===== src/rtl/seg7_scan_driver.sv =====
// Time-multiplexed common-anode 7-segment driver: shadowed hex value, one digit per slot,
// anti-ghost dead time, decimal points, blanking and leading-zero suppression.
module seg7_scan_driver #(
    parameter int NDIG    = 8,
    parameter int DIV_CNT = 100000,
    parameter int DEAD    = 16
) (
    input  logic              clk,
    input  logic              rst_n,
    input  logic [4*NDIG-1:0] value,
    input  logic [NDIG-1:0]   dp_in,
    input  logic [NDIG-1:0]   blank_in,
    input  logic              lz_en,
    input  logic              load,
    output logic [NDIG-1:0]   an,
    output logic [7:0]        seg,
    output logic              frame_tick
);

    localparam int PRW = (DIV_CNT > 1) ? $clog2(DIV_CNT) : 1;
    localparam int PW  = (NDIG > 1) ? $clog2(NDIG) : 1;
    localparam logic [PRW-1:0] PRE_LAST = PRW'(DIV_CNT - 1);
    localparam logic [PRW-1:0] DEAD_V   = PRW'(DEAD);
    localparam logic [PW-1:0]  PTR_LAST = PW'(NDIG - 1);

    logic [4*NDIG-1:0] value_q, value_d;
    logic [NDIG-1:0]   dp_q, dp_d;
    logic [NDIG-1:0]   blank_q, blank_d;
    logic              lz_q, lz_d;
    logic [PRW-1:0]    pre_q, pre_d;
    logic [PW-1:0]     ptr_q, ptr_d;
    logic [NDIG-1:0]   an_q, an_d;
    logic [7:0]        seg_q, seg_d;
    logic              ft_q, ft_d;

    logic              wrap;
    logic              lit;
    logic              zero_run;
    logic [NDIG-1:0]   lz_mask;
    logic [3:0]        cur_nib;
    logic              cur_dp;
    logic              cur_blank;
    logic              cur_lz;

    function automatic logic [6:0] dec7(input logic [3:0] n);
        logic [6:0] s;
        case (n)
            4'h0: s = 7'h40;
            4'h1: s = 7'h79;
            4'h2: s = 7'h24;
            4'h3: s = 7'h30;
            4'h4: s = 7'h19;
            4'h5: s = 7'h12;
            4'h6: s = 7'h02;
            4'h7: s = 7'h78;
            4'h8: s = 7'h00;
            4'h9: s = 7'h10;
            4'hA: s = 7'h08;
            4'hB: s = 7'h03;
            4'hC: s = 7'h46;
            4'hD: s = 7'h21;
            4'hE: s = 7'h06;
            default: s = 7'h0E;
        endcase
        return s;
    endfunction

    always_comb begin
        value_d = value_q;
        dp_d    = dp_q;
        blank_d = blank_q;
        lz_d    = lz_q;
        if (load) begin
            value_d = value;
            dp_d    = dp_in;
            blank_d = blank_in;
            lz_d    = lz_en;
        end

        wrap  = (pre_q == PRE_LAST);
        pre_d = wrap ? '0 : pre_q + 1'b1;
        ptr_d = ptr_q;
        if (wrap) begin
            ptr_d = (ptr_q == PTR_LAST) ? '0 : ptr_q + 1'b1;
        end
        ft_d = wrap && (ptr_q == PTR_LAST);

        // lz_mask[i] set when every nibble from the top down to i is zero
        zero_run = 1'b1;
        lz_mask  = '0;
        for (int i = NDIG - 1; i >= 1; i--) begin
            zero_run   = zero_run & (value_q[4*i +: 4] == 4'd0);
            lz_mask[i] = zero_run;
        end

        cur_nib   = 4'd0;
        cur_dp    = 1'b0;
        cur_blank = 1'b0;
        cur_lz    = 1'b0;
        for (int i = 0; i < NDIG; i++) begin
            if (PW'(i) == ptr_q) begin
                cur_nib   = value_q[4*i +: 4];
                cur_dp    = dp_q[i];
                cur_blank = blank_q[i];
                cur_lz    = lz_mask[i];
            end
        end

        lit   = (pre_q >= DEAD_V);
        an_d  = '1;
        seg_d = 8'hFF;
        if (lit) begin
            for (int i = 0; i < NDIG; i++) begin
                if (PW'(i) == ptr_q) an_d[i] = 1'b0;
            end
            if (!cur_blank) begin
                seg_d = {~cur_dp, (lz_q && cur_lz) ? 7'h7F : dec7(cur_nib)};
            end
        end
    end

    always_ff @(posedge clk or negedge rst_n) begin
        if (!rst_n) begin
            value_q <= '0;
            dp_q    <= '0;
            blank_q <= '0;
            lz_q    <= 1'b0;
            pre_q   <= '0;
            ptr_q   <= '0;
            an_q    <= '1;
            seg_q   <= 8'hFF;
            ft_q    <= 1'b0;
        end else begin
            value_q <= value_d;
            dp_q    <= dp_d;
            blank_q <= blank_d;
            lz_q    <= lz_d;
            pre_q   <= pre_d;
            ptr_q   <= ptr_d;
            an_q    <= an_d;
            seg_q   <= seg_d;
            ft_q    <= ft_d;
        end
    end

    assign an         = an_q;
    assign seg        = seg_q;
    assign frame_tick = ft_q;

endmodule


===== config.mk =====
export PLATFORM = sky130hd
export DESIGN_NAME = seg7_scan_driver
export DESIGN_NICKNAME = d
export VERILOG_FILES = /design/src/rtl/seg7_scan_driver.sv
export SDC_FILE = /design/constraint.sdc
export NUM_CORES = 1
export LEC_CHECK = 0
export BUFFER_PORTS_ARGS = -buffer_cell sky130_fd_sc_hd__buf_4
export CAP_MARGIN = 0
export CORE_UTILIZATION = 35
export CTS_BUF_LIST = sky130_fd_sc_hd__clkbuf_16
export DETAILED_ROUTE_END_ITERATION = 8
export GPL_ROUTABILITY_DRIVEN = 0
export SLEW_MARGIN = 20
export SYNTH_ARGS = -nofsm -noshare
export SYNTH_HDL_FRONTEND = slang
export SYNTH_SLANG_ARGS = --single-unit

===== constraint.sdc =====
create_clock -name clk -period 5 [get_ports clk]
set_input_delay 0.25 -clock clk [delete_from_list [all_inputs] [get_ports clk]]
set_output_delay 0.25 -clock clk [all_outputs]
set_load 0.03 [all_outputs]

==> run summary, run 1 <==
The run finished, with violations left. The checks that failed: negative hold slack. CTS saw 86 sinks. Counting every net in the synthesized netlist gives 458.

The first detailed-routing pass ran for 4 iterations. The number of buffers added to fix hold violations after cts came out at 0. The total of flip-flops plus latches after synthesis is 86.

The worst endpoint required time is 5.26 ns. The count of cells resized by post-cts repair is 0. The peak supply drop is between 0.15 and 0.2 mV. For this configuration, the core starts out at a cell density of 0.360.

The die covers 0.0128 mm^2. The summed negative setup slack over all endpoints came out at 0 ns. Setup repair after global routing left no endpoint under its margin. TritonCTS built the clock tree. The type of destination of the critical path is a flip-flop.

For this run, the share of the core covered by cells in the final layout is 0.432. The arrival time at the worst endpoint is 3.97 ns. The number of global-route vias before repair came out at 3175. The DRC violations left is 0. The setup path with the least slack is of type flip-flop to flip-flop. In the global route stage, met1 resource usage came out at 0.211. The number of placed instances with taps included is ~600. The post-route antenna net violation count came out at 0. The clock passes through at most 2 buffers. The count of yosys warnings during synthesis came out at 0. The number of vias in the routed layout came out at 3071. Counting flops with an async set or reset pin after synthesis yields a share of 1.00. The routing usage on met3 came out at 0.0380.

The number of top-level design ports is 69. Among all flip-flop cells after synthesis, the most frequent one is dfrtp_1. The worst setup path is launched from a flip-flop. The routed wire length is 9140 um.

The mean routed wirelength per cell is ~15 um. After synthesis, the mean cell area works out to roughly 11 um^2. The aggregate global routing overflow came out at 0. Leaving out filler cells and counting taps, the final layout contains around 600.

The library cells used most frequently in the layout, excluding fill and tap cells, are 70 x dfrtp_1, 69 x buf_4, 41 x nand2_1. On the final layout, the worst clock skew is around 0.008 ns. The final layout contains 516 nets. The number of buffers and inverters on the critical path is 3. The clock latency of the later-clocked register in the worst-skew pair is ~0.34 ns. The fraction of final layout cells sized beyond drive strength 1 came out at 0.344. The synthesized netlist contains 62 unique library cells. The portion of the post-synthesis area used by sequential elements came out at 0.502. The number of setup buffers added after CTS is 0. The number of antenna violations at the first check in global routing was 0. Broken down by cell family, the worst path's largest delay share belongs to flip-flops. The part of the cycle the worst path needs came out at 0.742. The number of antenna cells inserted came out at 0. Entering global routing, the biggest net connects 87 pins. The number of slew-limit violations in the final report came out at 0. The worst pin sits at a relative slew slack of 0.460. The tightest min-delay check is of the input pin to async pin type.

Compared with the post-synthesis result, the final layout area differs by 19.9%. The achievable frequency came out at 269 MHz. For the finished layout, the period the worst path requires is between 3 and 4 ns. The post-synthesis instance area came out at roughly 0.0043 mm^2. The HPWL after detailed placement came out at 6590 um. The die height is 113 um. The total count of hold-check failures in the final report was 67. The total number of H-tree levels came out at 3. The width of the die came out at between 100 and 150 um. The power per unit of standard cell area came out at 312 mW/mm^2. In this run the core area contains 40 standard-cell rows. The number of violations reported at the end of detailed-routing iteration 0 came out at approximately 140. The layout has between 1000 and 1500 filler cells.

The TritonCTS buffer count came out at 9. The signal on the critical path passes through clkinv_1 -> ha_1 -> inv_1 -> o22ai_1 -> o311a_1 -> a221oi_2 -> inv_1 -> ha_1 -> mux2_1 -> mux2i_1 -> nand2_1. The biggest fanout along the worst timing path is 24. Across every metal layer, demand over resource in global routing totals 0.159. The average via count per standard cell came out at 5.08.

The leading cell type in the layout, fill and taps excluded is dfrtp_1. The count of flip-flops with a built-in enable after synthesis is 0. The final setup violation count came out at 0. The met2 global-route usage is 0.249.

The largest stage delay on the critical path came out at slightly above 0.8 ns. The core region area came out at approximately 0.012 mm^2. Across the run, the number of max-cap violations was 0. The number of port buffers is between 60 and 70.

Summed over all cells, the static leakage comes to ~2.3 nW. The measured slew at the worst slew-check pin came out at 0.810 ns. On the critical path, the stage with the largest delay is an instance of dfrtp_1. The cell count after synthesis came out at 394. The worst hold margin is -0.0391 ns. The busiest metal layer after global routing is met2. The root cell of the clock tree is clkbuf_16.

The CTS clock-pin slew for the worst setup and hold paths came out at 0.07 ns. The first global-routing pass estimated 15800 um of wire.
==> layout make-up <==
type                            count  area [um^2]  share of cell area
Clock buffer                        9          225              0.0434
Tap cell                          147          184              0.0355
Clock inverter                      7         56.3              0.0109
Multi-Input combinational cell    264         1940               0.374
Sequential cell                    86         2170               0.419
Timing Repair Buffer               70          529               0.102
Inverter                           21         78.8              0.0152
==> worst paths after layout <==
kind / startpoint / slack (ns) / end / cells after the start
setup / recovery: ptr_q[2]$_DFFE_PN0N_ / 1.29 / seg[3]$_DFF_PN1_ / 11
hold / removal: rst_n / -0.04 / value_q[30]$_DFFE_PN0P_ / 1
setup reg to reg: ptr_q[2]$_DFFE_PN0N_ / 1.29 / seg[3]$_DFF_PN1_ / 11
hold reg to reg: pre_q[0]$_DFF_PN0_ / 0.49 / pre_q[0]$_DFF_PN0_ / 1
max in group asynchronous: rst_n / 4.52 / dp_q[2]$_DFFE_PN0P_ / 1
min in group clk: dp_in[7] / 0.13 / dp_q[7]$_DFFE_PN0P_ / 3
==> metrics by stage <==
stage          cell area (um^2)  worst slack (ns)  total power [mW]
4_1_cts                    5180              1.27              1.64
3_3_place_gp               4900              1.43              1.00
6_report                   5190              1.29              1.62
5_1_grt                    5190             0.928              1.70
3_5_place_dp               4900              1.28              1.00
2_1_floorplan              4330              2.46             0.916
==> logic make-up after synthesis <==
kind of cell	Yosys count	synth area share
and+or+nand+nor	114	0.133
muxes	47	0.122
DFF	86	0.502
xor gates and xnor gates	14	0.0283
buffers and inverters	44	0.0489
adders and majority gates	12	0.0347
AOI/OAI and AO/OA	77	0.130
==> synthesized netlist by cell type (8+ instances only) <==
cell / count / area (um^2)
dfrtp_1: 70 / 1750
nand2_1: 41 / 154
mux2_2: 39 / 439
inv_1: 20 / 75.1
nor2_1: 20 / 75.1
a21oi_1: 18 / 90.1
o21ai_0: 17 / 85.1
dfstp_2: 16 / 420
ha_1: 12 / 150
nand3_1: 12 / 60.1
buf_2: 10 / 50.1
xor2_1: 8 / 70.1
==> state kept, by name (all words and copies together) (netlist names) <==
register,flops
ptr_q,3
value_q,32
seg,8
dp_q,8
blank_q,8
frame_tick,1
pre_q,17
lz_q,1
an,8
==> layer usage <==
metal  vias to the layer above  share of wire
met4                         0          0.022
li1                       1500              -
met1                      1491           0.47
met2                        65           0.47
met5                         -              0
met3                        15          0.039
==> where the power goes <==
| part | internal (mW) | leakage [nW] | total [mW] | switching (mW) |
|---|---|---|---|---|
| registers | 0.752 | 1.02 | 0.785 | 0.0329 |
| logic | 0.103 | 1.10 | 0.205 | 0.103 |
| clock network | 0.342 | 0.132 | 0.628 | 0.286 |
(Power assumes the default switching activity.)
==> inputs of run 2 (changes only) <==
clock period = 3.5 ns   (was 5 ns; I/O delays follow)
==> run summary, run 2 (same netlist as run 1, synthesis figures left out) <==
The flow ran to the end, and the final reports show no timing, DRC or antenna violations. The worst relative slew slack came out at 0.496. The number of antenna cells inserted came out at 0. The area after detailed placement is between 0.004 and 0.005 mm^2. The post-route antenna net violation count came out at 0. The slowest stage of the critical path belongs to the cell ha_1. The maximum buffer depth of the clock tree is 2.

In the layout the commonest cells are 74 x buf_4, 70 x dfrtp_1, 41 x nand2_1. The H-tree generated during clock tree synthesis spans 3 levels. The combinational share of power came out at 0.123. The floorplan step defined a core boundary enclosing between 0.01 and 0.015 mm^2.

The global router's overall resource usage came out at 0.157. In this run the critical register-to-register path is launched from ptr_q[0]$_DFFE_PN0N_. Across the run, the number of max-cap violations was 0. The root cell of the clock tree is clkbuf_16. The CTS clock-pin slew for the worst setup and hold paths came out at around 0.06 ns. The number of vias in the routed layout is a little over 3000. The reported net switching power is 0.572 mW. STA classifies the critical path endpoint as a flip-flop.

The number of global-route vias before repair was 3130. The share of total power in sequential cells came out at 0.471. The final setup skew is 0.00832 ns. 69 I/O pins were placed. Counting flops per register, the top entry is value_q. The clock latency of the later-clocked register in the worst-skew pair came out at about 0.34 ns. The part of the cycle the worst path needs came out at 0.845. The number of placed instances with taps included is 593.

The worst register-to-register path ends at seg[6]$_DFF_PN1_. During placement, the flow inserted port buffers numbering 68. The cell row count came out at 40. Post-CTS timing repair inserted 0 buffers for setup.

The total count of hold-check failures in the final report came to 0. TritonCTS built the clock tree. The critical path is of the flip-flop to flip-flop type. The number of slew-limit violations in the final report is 0. The length in cells of the worst reg-to-reg path is 10. The count of cells resized by post-cts repair is 0. The number of iterations in the first detailed-routing pass is 4. STA classifies the critical path startpoint as a flip-flop.

Measured on the finished design, the core utilization comes to 0.438. The register with the most flip-flops in the layout has 32 of them. Data arrives at the worst endpoint at 3.21 ns. The relative contribution of the clock network to total power is 0.406.

The routed wire length is 9120 um. Along the worst hold path, the cell count comes to 3. The worst endpoint required time came out at 3.75 ns.

The area growth from synthesis to final layout came out at 21.7%. The pin count of the biggest net entering global routing is 87. The number of antenna violations at the first check in global routing is 0. In the post-route analysis, the smallest setup slack over all paths is 0.542 ns.

The mean routed wirelength per cell is between 10 and 15 um. The total die area came out at 0.0128 mm^2. The average via count per standard cell is 5.05. The largest stage delay on the critical path came out at 0.62 ns. The finished layout holds 610 standard cells, fillers aside.

The startpoint of the worst hold path is value[26]. The initial utilization of the core area, before any placement, comes to 0.360. The cell-internal power came out at 1.81 mW.

The clock net in this run drives a total of 86 sinks. The worst reg-to-reg setup slack came out at 0.54 ns. The measured slew at the worst slew-check pin is 0.750 ns. The switching power share of the total came out at 0.240. The worst min-delay path class is input pin to flip-flop. The path with the worst hold slack has its endpoint at value_q[26]$_DFFE_PN0P_.

The power per unit of standard cell area is around 450 mW/mm^2. The net count of the finished layout is ~520. VDD sags by at most 0.173 mV. The die height came out at about 110 um. For the final routed database, the setup TNS stands at 0 ns.

The aggregate global routing overflow is 0. After detailed routing, the number of remaining DRC violations is 0. The HPWL after detailed placement is 6690 um. The number of buffers added to fix hold violations after cts is 0.

The final period demand of the worst path came out at 2.96 ns. The global-route wire length before repair came out at roughly 16000 um. The final setup violation count came out at 0. The number of violations reported at the end of detailed-routing iteration 0 came out at 138. Walking the worst path, the cells encountered are inv_1 -> ha_1 -> a221oi_1 -> o311a_1 -> a221oi_2 -> inv_1 -> ha_1 -> mux2_1 -> nand2_1 -> o211ai_2.

The biggest fanout along the worst timing path is 20. In the final layout, the registers with the most flip-flops are value_q (32), pre_q (17). In the final layout, the share of cells above drive strength 1 is 0.348. The TritonCTS buffer count came out at 9. The final design instance area without fill is 0.00526 mm^2. The width of the die is 113 um. The achievable frequency is 338 MHz.

Setup repair after global routing left no endpoint under its margin. The library cell used most frequently in the layout, excluding fill and tap cells, is buf_4. In this run the static leakage power is roughly 2.3 nW.

The pre-CTS setup slack is 0.572 ns.
run 2: worst max-delay path by stage:
stage | startpoint | end | slack (ns) | cells past startpoint
3_3_place_gp | ptr_q[0]$_DFFE_PN0N_ | seg[3]$_DFF_PN1_ | 0.67 | 10
3_5_place_dp | ptr_q[0]$_DFFE_PN0N_ | seg[3]$_DFF_PN1_ | 0.57 | 10
4_1_cts | ptr_q[0]$_DFFE_PN0N_ | seg[6]$_DFF_PN1_ | 0.56 | 10
6_report | ptr_q[0]$_DFFE_PN0N_ | seg[6]$_DFF_PN1_ | 0.54 | 10
5_1_grt | ptr_q[0]$_DFFE_PN0N_ | seg[3]$_DFF_PN1_ | 0.28 | 10
2_1_floorplan | ptr_q[2]$_DFFE_PN0N_ | seg[3]$_DFF_PN1_ | 0.96 | 13
run 2: area by class of cell:
type                    instances  area [um^2]
multi-input cells             264         1940
clock buffers                  10          250
repair buffers                 76          577
fillers                      1172         6750
well taps                     147          184
clock inverters                 6         60.1
inverters                      21         78.8
flip-flops and latches         86         2170
run 2: metrics by stage:
| step | hold WS [ns] | total power [mW] |
|---|---|---|
| global route | 0.0477 | 2.50 |
| CTS | 0.0455 | 2.41 |
| finish | 0.0530 | 2.39 |
| global placement | 0.391 | 1.43 |
| floorplan | -0.121 | 1.31 |
| detailed placement | 0.398 | 1.44 |
run 2: critical path, delay by kind of cell, from the launching register on:
family / cells / cell delay (ns)
compound gates: 4 / 0.97
simple gates: 1 / 0.08
mux: 1 / 0.30
buf+inv: 2 / 0.24
fa+ha+maj: 2 / 0.87
flops: 1 / 0.41
run 2: per-layer routing:
metal,track usage,part of all wire,vias up
met3,0.0418,0.042,9
met1,0.202,0.46,1517
met4,0.0500,0.013,0
met5,0,0,-
met2,0.256,0.49,48
li1,-,-,1506
run 2: power groups by stage:
stage               sequential (mW)  clock (mW)  combinational [mW]
floorplan                      1.15           0               0.157
global placement               1.14           0               0.289
detailed placement             1.14           0               0.295
CTS                            1.12       0.993               0.296
global route                   1.13        1.05               0.322
finish                         1.12       0.970               0.292
